<file path="src/rtl/adc_config_seq.sv">
// Three-wire serial configuration controller for ADCs sharing clock/data lines.
// Runs an autonomous boot sequence, then hands the transfer path to the host.
module adc_config_seq #(
  parameter int unsigned NUM_CH       = 2,
  parameter int unsigned ADDR_W       = 3,
  parameter int unsigned DATA_W       = 16,
  parameter int unsigned CLK_DIV_LOG2 = 7,
  parameter int unsigned BOOT_WORDS   = 1,
  parameter logic [BOOT_WORDS*(ADDR_W+DATA_W)-1:0] BOOT_TABLE = {3'd0, 16'h7cbc},
  parameter int unsigned MODE_WAIT    = 1023,
  parameter int unsigned DCM_EXT      = 5
) (
  input  logic              clk,
  input  logic              rst,
  input  logic              request,
  input  logic              mode_i,
  input  logic              ddrb_i,
  input  logic              start_i,
  input  logic [NUM_CH-1:0] chan_sel_i,
  input  logic [ADDR_W-1:0] addr_i,
  input  logic [DATA_W-1:0] data_i,
  output logic              busy_o,
  output logic              done_o,
  output logic              boot_done_o,
  output logic              mode_o,
  output logic              ddrb_o,
  output logic              dcm_reset_o,
  output logic              ctrl_clk_o,
  output logic              ctrl_data_o,
  output logic [NUM_CH-1:0] ctrl_strb_o
);

  localparam int unsigned W  = ADDR_W + DATA_W;
  localparam int unsigned BW = $clog2(W + 1);
  localparam int unsigned KW = $clog2(BOOT_WORDS + 1);
  localparam int unsigned MW = $clog2(MODE_WAIT);
  localparam int unsigned EW = (DCM_EXT > 0) ? $clog2(DCM_EXT + 1) : 1;

  localparam logic [MW-1:0] MODE_LAST = MW'(MODE_WAIT - 1);
  localparam logic [MW-1:0] MODE_HALF = MW'(MODE_WAIT / 2);
  localparam logic [BW-1:0] BIT_LAST  = BW'(W - 1);
  localparam logic [KW-1:0] WORD_LAST = KW'(BOOT_WORDS - 1);
  localparam logic [EW-1:0] EXT_LOAD  = EW'(DCM_EXT);

  typedef enum logic [2:0] {
    T_IDLE, T_WAIT, T_STRB0, T_DATA, T_COMMIT, T_STRB1, T_SWAIT
  } xfer_state_t;

  typedef enum logic [2:0] {
    B_MODE_CLEAR, B_LOAD, B_XFER_WAIT, B_NEXT, B_RESET, B_DONE
  } boot_state_t;

  xfer_state_t             t_state, t_next;
  boot_state_t             b_state, b_next;
  logic [CLK_DIV_LOG2-1:0] div_cnt;
  logic                    tick;
  logic [W-1:0]            shift;
  logic [NUM_CH-1:0]       sel;
  logic [BW-1:0]           bit_cnt;
  logic                    load;
  logic [MW-1:0]           mode_cnt;
  logic [KW-1:0]           word_idx;
  logic [W-1:0]            boot_entry;
  logic [EW-1:0]           ext_cnt;
  logic                    host_own;
  logic                    mode_int, ddrb_int, start_int;
  logic                    ddrb_mux, start_mux;
  logic [W-1:0]            xfer_word;
  logic [NUM_CH-1:0]       xfer_sel;
  logic                    strb_win;

  // Serial clock divider
  always_ff @(posedge clk) begin
    if (rst) div_cnt <= '0;
    else     div_cnt <= div_cnt + 1'b1;
  end

  assign tick = &div_cnt;

  // Source muxing: the host owns the path only once boot has completed
  assign boot_done_o = (b_state == B_DONE);
  assign host_own    = request && boot_done_o;
  assign mode_int    = !((b_state == B_MODE_CLEAR) && (mode_cnt < MODE_HALF));
  assign ddrb_int    = (b_state == B_RESET);
  assign start_int   = (b_state == B_LOAD);
  assign mode_o      = host_own ? mode_i  : mode_int;
  assign ddrb_mux    = host_own ? ddrb_i  : ddrb_int;
  assign start_mux   = host_own ? start_i : start_int;

  always_comb begin
    boot_entry = '0;
    for (int unsigned i = 0; i < BOOT_WORDS; i++) begin
      if (word_idx == KW'(i)) boot_entry = BOOT_TABLE[i*W +: W];
    end
  end

  assign xfer_word = host_own ? {addr_i, data_i} : boot_entry;
  assign xfer_sel  = host_own ? chan_sel_i : '1;

  // Transfer FSM
  always_comb begin
    t_next = t_state;
    load   = 1'b0;
    unique case (t_state)
      T_IDLE:   if (start_mux) begin t_next = T_WAIT; load = 1'b1; end
      T_WAIT:   if (tick) t_next = T_STRB0;
      T_STRB0:  if (tick) t_next = T_DATA;
      T_DATA:   if (tick && (bit_cnt == BIT_LAST)) t_next = T_COMMIT;
      T_COMMIT: if (tick) t_next = T_STRB1;
      T_STRB1:  if (tick) t_next = T_SWAIT;
      T_SWAIT:  if (tick) t_next = T_IDLE;
      default:  t_next = T_IDLE;
    endcase
  end

  always_ff @(posedge clk) begin
    if (rst) begin
      t_state <= T_IDLE;
      shift   <= '0;
      sel     <= '0;
      bit_cnt <= '0;
      done_o  <= 1'b0;
    end else begin
      t_state <= t_next;
      done_o  <= (t_state == T_SWAIT) && tick;
      if (load) begin
        shift   <= xfer_word;
        sel     <= xfer_sel;
        bit_cnt <= '0;
      end else if ((t_state == T_DATA) && tick) begin
        shift   <= {shift[W-2:0], 1'b0};
        bit_cnt <= bit_cnt + 1'b1;
      end
    end
  end

  assign busy_o      = (t_state != T_IDLE);
  assign strb_win    = (t_state == T_DATA) || (t_state == T_COMMIT);
  assign ctrl_strb_o = ~({NUM_CH{strb_win}} & sel);
  assign ctrl_data_o = shift[W-1];
  assign ctrl_clk_o  = ((t_state == T_IDLE) || (t_state == T_WAIT)) ? 1'b0
                                                                    : div_cnt[CLK_DIV_LOG2-1];

  // Boot FSM
  always_comb begin
    b_next = b_state;
    unique case (b_state)
      B_MODE_CLEAR: if (mode_cnt == MODE_LAST) b_next = B_LOAD;
      B_LOAD:       b_next = B_XFER_WAIT;
      B_XFER_WAIT:  if (!busy_o) b_next = B_NEXT;
      B_NEXT:       b_next = (word_idx == WORD_LAST) ? B_RESET : B_LOAD;
      B_RESET:      b_next = B_DONE;
      B_DONE:       b_next = B_DONE;
      default:      b_next = B_MODE_CLEAR;
    endcase
  end

  always_ff @(posedge clk) begin
    if (rst) begin
      b_state  <= B_MODE_CLEAR;
      mode_cnt <= '0;
      word_idx <= '0;
    end else begin
      b_state <= b_next;
      if ((b_state == B_MODE_CLEAR) && (mode_cnt != MODE_LAST)) mode_cnt <= mode_cnt + 1'b1;
      if (b_state == B_NEXT) word_idx <= word_idx + 1'b1;
    end
  end

  // DCM reset extension restarts on every cycle the muxed ddrb is high
  always_ff @(posedge clk) begin
    if (rst) begin
      ddrb_o  <= 1'b0;
      ext_cnt <= '0;
    end else begin
      ddrb_o <= ddrb_mux;
      if (ddrb_mux)            ext_cnt <= EXT_LOAD;
      else if (ext_cnt != '0)  ext_cnt <= ext_cnt - 1'b1;
    end
  end

  assign dcm_reset_o = !boot_done_o || ddrb_mux || (ext_cnt != '0);

endmodule

</file>
<file path="config.mk">
export PLATFORM = sky130hd
export DESIGN_NAME = adc_config_seq
export DESIGN_NICKNAME = d
export VERILOG_FILES = /design/src/rtl/adc_config_seq.sv
export SDC_FILE = /design/constraint.sdc
export NUM_CORES = 1
export LEC_CHECK = 0
export ABC_CLOCK_PERIOD_IN_PS = 3300
export CAP_MARGIN = 40
export CORE_UTILIZATION = 50
export CTS_BUF_LIST = sky130_fd_sc_hd__clkbuf_8
export DETAILED_ROUTE_END_ITERATION = 8
export DONT_BUFFER_PORTS = 1
export PLACE_DENSITY = 0.74
export SYNTH_ARGS = -nofsm -noshare
export SYNTH_HDL_FRONTEND = slang
export SYNTH_SLANG_ARGS = --single-unit
</file>
<file path="constraint.sdc">
create_clock -name clk -period 3.3 [get_ports clk]
set_input_delay 0.66 -clock clk [delete_from_list [all_inputs] [get_ports clk]]
set_output_delay 0.66 -clock clk [all_outputs]
set_load 0.02 [all_outputs]
</file>
# [After elaboration in Yosys (flattened, before gate mapping)]
# Index checks and enable logic that the tools add are counted.
# W data, S select, Z words.
[op_classes] add_sub_neg=5 eq_ne=23 magnitude_cmp=1 n_bitwise=2 n_reduce_logical=24 n_mux=25
[op_table] cell="$mux W19" count=3
[op_table] cell="$mux W3" count=12
[op_table] cell="$pmux W3 S7" count=1
[op_table] cell="$ne A2 B2 Y1 const B" count=9
[op_table] cell="$eq A3 B3 Y1 const B" count=5
[op_table] cell="$mux W15" count=1
[op_table] cell="$pmux W3 S5" count=1
[op_table] cell="$reduce_and A7 Y1" count=2
[op_table] cell="$eq A3 B2 Y1 const B" count=4
[op_table] cell="$add A10 B1 Y10 const B" count=1
[op_table] cell="$eq A10 B10 Y1 const B" count=1
[op_table] cell="$lt A10 B9 Y1 const B" count=1
[op_table] cell="$ne A10 B10 Y1 const B" count=1
[op_table] cell="$add A7 B1 Y7 const B" count=1
[op_table] cell="$eq A3 B1 Y1 const B" count=2
[op_table] cell="$logic_and A1 B1 Y1" count=6
[op_table] cell="$logic_not A3 Y1" count=2
[op_table] cell="$mux W1" count=6
[op_table] cell="$reduce_bool A3 Y1" count=2
[op_table] cell="$reduce_or A2 Y1" count=3
[op_table] cell="$add A5 B1 Y5 const B" count=1
[op_table] cell="$eq A5 B5 Y1 const B" count=1
[op_table] cell="$logic_or A1 B1 Y1" count=4
[op_table] cell="$reduce_bool A2 Y1" count=2
[op_table] cell="other kinds (7)" count=8
[word_totals] inputBits=27 reg_bits=55 word_cells=92 out_inout_bits=10

# [Logic depth before layout (Yosys ltp)]
[depth] ltp_word=6 ltp_mapped=7

# [Worst setup path after synthesis]
# Ideal clock, no wire load.
[synth_timing] path_type="register to output" start="register b_state[0]" end="output mode_o" required_ns=2.640 slack_ns=1.365 n_path_buf=2 path_stages_with_launch=5 arrival_ns=1.275 path_cell_list="dfxtp_1 buf_6 or3_4 buf_6 o32a_1"
[synth_via] elab_chain_cells=4
[synth_lines] element="start, declared" line_no="54" text="boot_state_t b_state, b_next;"
[synth_lines] element="start signal, assigned" line_no="164" text="b_state <= b_next;"
[synth_lines] element="$logic_not A3 Y1" line_no="83" text="assign mode_int = !((b_state == B_MODE_CLEAR) && (mode_cnt < MODE_HALF));"
[synth_lines] element="$logic_and A1 B1 Y1" line_no="83"
[synth_lines] element="$logic_not A1 Y1" line_no="83"
[synth_lines] element="$mux W1 (*)" line_no="86" text="assign mode_o = host_own ? mode_i : mode_int;"
[synth_lines] element="end, declared" line_no="25" text="output logic mode_o,"
# Every way passes the cells marked *; elsewhere a longest branch is shown, timed or not.

# [Final worst setup path]
[layout_timing] start="register b_state[0]" end="register shift[11]"
[layout_via] elab_chain_cells=6
[layout_lines] element="$eq A3 B3 Y1" line_no="81" text="assign boot_done_o = (b_state == B_DONE);"
[layout_lines] element="$logic_and A1 B1 Y1" line_no="82" text="assign host_own = request && boot_done_o;"
[layout_lines] element="$mux W1" line_no="88" text="assign start_mux = host_own ? start_i : start_int;"
[layout_lines] element="$mux W1" line_no="105" text="T_IDLE: if (start_mux) begin t_next = T_WAIT; load = 1'b1; end"
[layout_lines] element="$mux W1" line_no="104" text="unique case (t_state)"
[layout_lines] element="$mux W19 or $reduce_bool A2 Y1 (tied branches)"
[layout_lines] element="end signal, assigned" line_no="127" text="shift <= xfer_word;"
[layout_lines] element="end signal, assigned" line_no="131" text="shift <= {shift[W-2:0], 1'b0};"
[layout_lines] element="end, declared" line_no="57" text="logic [W-1:0] shift;"
# Several ways; a longest one is shown, not always the timed one.
# A chain may end at the register's enable or synchronous reset.

==> impl_metrics.py <==
metrics = {
    "outcome": {
        "status": "finished clean",
    },
    "sta": {
        "tightest_slew_ps": 806,
        "worst_clock_skew_ps": 3.79,
        "post-route-min-period_ps": 2380,
        "setup_violations": 0,
        "fmax_mhz": 421,
        "slew_headroom_pct": 46.3,
        "hold_viol": 0,
        "grt_setup_unrepaired": "false",
        "finalCritPeriodShare_pct": 72.0,
        "final.setup.tns_ps": 0,
        "drv_slew": 0,
    },
    "cells_and_area": {
        "antenna_cells": 0,
        "utilization_pct": 54.4,
        "area_delta_synth_final_pct": 2.63,
        "drive_gt1_share_pct": 6.98,
        "fillCellCount": 491,
        "nNetsFinal": 349,
    },
    "power_and_ir_drop": {
        "p_clk_share_pct": 25.1,
        "combinationalPowerShare_pct": 18.0,
        "intPower_uw": 985,
        "p_leak_uw": 0.000958,
        "p_seq_share_pct": 56.9,
        "powerDensity_nw_per_um2": 486,
        "p_sw_share_pct": 28.4,
        "ir_drop_mv": 0.347,
        "netSwitchingPower_uw": 391,
    },
    "floorplan": {
        "io_pins": 37,
        "start_util_pct": 53.0,
        "dieHeight_um": 76.3,
        "rows": 26,
        "die_w_um": 76.3,
        "core_area_um2": 5200,
        "fp.dieArea_um2": 5820,
    },
    "global_route": {
        "overflow": 0,
        "grt_usage_pct": 20.4,
        "grt_max_degree": 54,
        "antenna_found_initial": 0,
        "grt_first_pass_wirelength_mm": 9.67,
        "grt_pass1_vias": 2192,
    },
    "clocking": {
        "cts-root-buf": "clkbuf_8",
        "cts_buffer_depth": 2,
        "hold_buffers": 0,
        "cts.sinks": 55,
        "cts_tree": "done",
        "htree_levels": 2,
        "clkTransAtPathRegs_ps": 90,
        "post_cts_resized": 0,
        "cts_setup_buffers": 0,
        "cts_inserted_buffers": 5,
        "insertion_delay_ps": 300,
    },
    "hold_path": {
        "hold_depth": 1,
        "hp-class": "input pin to flop",
    },
    "placement": {
        "hpwl_mm": 3.86,
        "place_congestion": 0.805,
        "port-buffer-count": 0,
    },
    "yosys": {
        "synth.avg_cell_area_um2": 8.36,
        "seq_area_frac_synth_pct": 39.9,
        "syn_nets": 365,
        "ys_types": 49,
        "synthAdderAreaFrac_pct": 3.63,
        "synth_compound_area_share_pct": 17.9,
        "ys_ff_latch": 55,
        "ys.flop_type": "dfxtp_1",
        "synth-edff-count": 0,
        "yosys_warnings": 0,
        "async_flop_share_pct": 0,
        "synth_xor_area_share_pct": 4.13,
        "synth.cell_area_um2": 2760,
        "synthMuxAreaShare_pct": 1.31,
        "syn_inst": 330,
        "synth-simple-area-share_pct": 27.2,
        "synth_top_family_by_area": "simple AND/OR/NAND/NOR gates",
    },
    "critical_path": {
        "path_max_fanout": 22,
        "crit_arrival_ps": 2590,
        "crit_chain": "nor2b_1 -> and3_1 -> mux2_2 -> a311oi_1",
        "crit_path_end_kind": "flop",
        "criticalPathCategory": "flop to flop",
        "max_stage_delay_ps": 750,
        "cp-start-kind": "flop",
        "reg2reg_depth": 4,
        "critPathRequiredTime_ps": 3510,
        "cpMaxStageDelayCell": "and3_1",
    },
    "job": {
        "maxCapViolCount": 0,
    },
    "drt": {
        "drtIter0Drc": 162,
        "vias": 2252,
        "routedWlPerCell_um": 14.5,
        "drc": 0,
        "via_per_inst": 5.85,
        "firstDrtPassIters": 4,
        "drt_wl_total_mm": 5.60,
        "ant_nets": 0,
    },
}
## critical path, delay by kind of cell, from the launching register on
family | cells | cell delay, ps
flops | 1 | 480
compound gates | 1 | 240
mux | 1 | 480
simple gates | 2 | 1080
## kinds of logic after synthesis
| group | Yosys count |
|---|---|
| buffers and inverters | 36 |
| AO/OA/AOI/OAI | 68 |
| adder cells (fa/ha/maj) | 8 |
| flip-flops | 55 |
| multiplexers | 3 |
| XOR/XNOR | 13 |
| AND/OR/NAND/NOR | 147 |
## cell type report
class / count / area [µm²] / area share (%)
clock buffer: 5 / 68.8 / 2.43
clock inverter: 3 / 12.5 / 0.442
inverter: 10 / 37.5 / 1.33
multi-input combinational: 239 / 1500 / 52.8
sequential: 55 / 1100 / 38.9
tap: 70 / 87.6 / 3.09
timing repair buffer: 3 / 30.0 / 1.06
## registers in the layout, indices dropped and copies added (netlist names)
signal and count:
mode_cnt 10, word_idx 1, sel 2, t_state 3
done_o 1, shift 19, ddrb_o 1, bit_cnt 5
div_cnt 7, b_state 3, ext_cnt 3
## synth_stat cells, types with 2 or more instances
cell / number / area (µm²)
a31o_2: 3 / 26.3
inv_1: 10 / 37.5
and4_1: 4 / 35.0
and3_1: 3 / 18.8
nand3_1: 26 / 130
nand3b_1: 4 / 30.0
nand4_1: 5 / 31.3
and2_1: 5 / 31.3
a21oi_1: 20 / 100
o21a_1: 2 / 15.0
nor2_1: 19 / 71.3
a21o_1: 4 / 30.0
dfxtp_1: 55 / 1100
xor2_1: 5 / 43.8
nor3_1: 17 / 85.1
clkbuf_1: 13 / 48.8
ha_1: 8 / 100
buf_2: 11 / 55.1
a2111oi_0: 2 / 17.5
buf_6: 2 / 22.5
nor2b_1: 3 / 18.8
a211oi_1: 3 / 22.5
nor4_1: 2 / 12.5
or3_1: 4 / 25.0
a311oi_1: 14 / 123
nand2_1: 45 / 169
a31oi_1: 5 / 31.3
o21ai_0: 7 / 35.0
nor3_2: 2 / 20.0
xnor2_1: 8 / 70.1
## stage by stage
stage	instances	hold WS, ps	setup slack, ps	power, µW	cell area (µm²)
floorplan	330	418	1370	1020	2760
global placement	376	433	1060	1030	2740
detailed placement	377	441	930	1040	2750
CTS	385	407	938	1390	2830
global route	385	396	694	1460	2830
finish	385	421	923	1380	2830
## cells in the final DEF (no fill, tap or decap), types with 2 or more instances in the layout
cell type   n
nand3_1    26
o21ai_0     7
o21a_1      2
or3_1       4
a31oi_1     5
a31o_2      3
nand2_1    45
and3_1      3
nor3_1     17
a311oi_1   14
and4_1      4
nand3b_1    4
dfxtp_1    55
nor2_1     19
and2_1      5
a21o_1      4
a211oi_1    3
nor3_2      2
nand4_1     5
xor2_1      5
a2111oi_0   2
inv_1      12
buf_4       2
clkbuf_8    5
a21oi_1    20
nor4_1      2
nor2b_1     3
xnor2_1     8
ha_1        8
## power groups by stage
stage               clock network, µW  registers [µW]  logic [µW]
floorplan                           0             777         238
global placement                    0             794         236
detailed placement                  0             797         247
CTS                               357             782         249
global route                      379             793         283
finish                            345             783         247
## worst paths after layout
| check | slack [ps] | endpoint | from |
|---|---|---|---|
| max | 920 | shift[11] | b_state[0] |
| min | 420 | mode_cnt[9] | rst |
| max reg2reg | 920 | shift[11] | b_state[0] |
| min reg2reg | 460 | div_cnt[0] | div_cnt[0] |
## routing by layer
metal	share of wire, %	vias to the layer above	routed length (µm)	GRT usage [%]
met4	2.3	0	131	10.0
met3	5.1	10	288	5.63
met1	48	1040	2660	25.8
li1	-	1151	-	-
met2	45	51	2520	32.0
met5	0	-	0	0
Note: power is estimated with default switching activity, not from simulation.
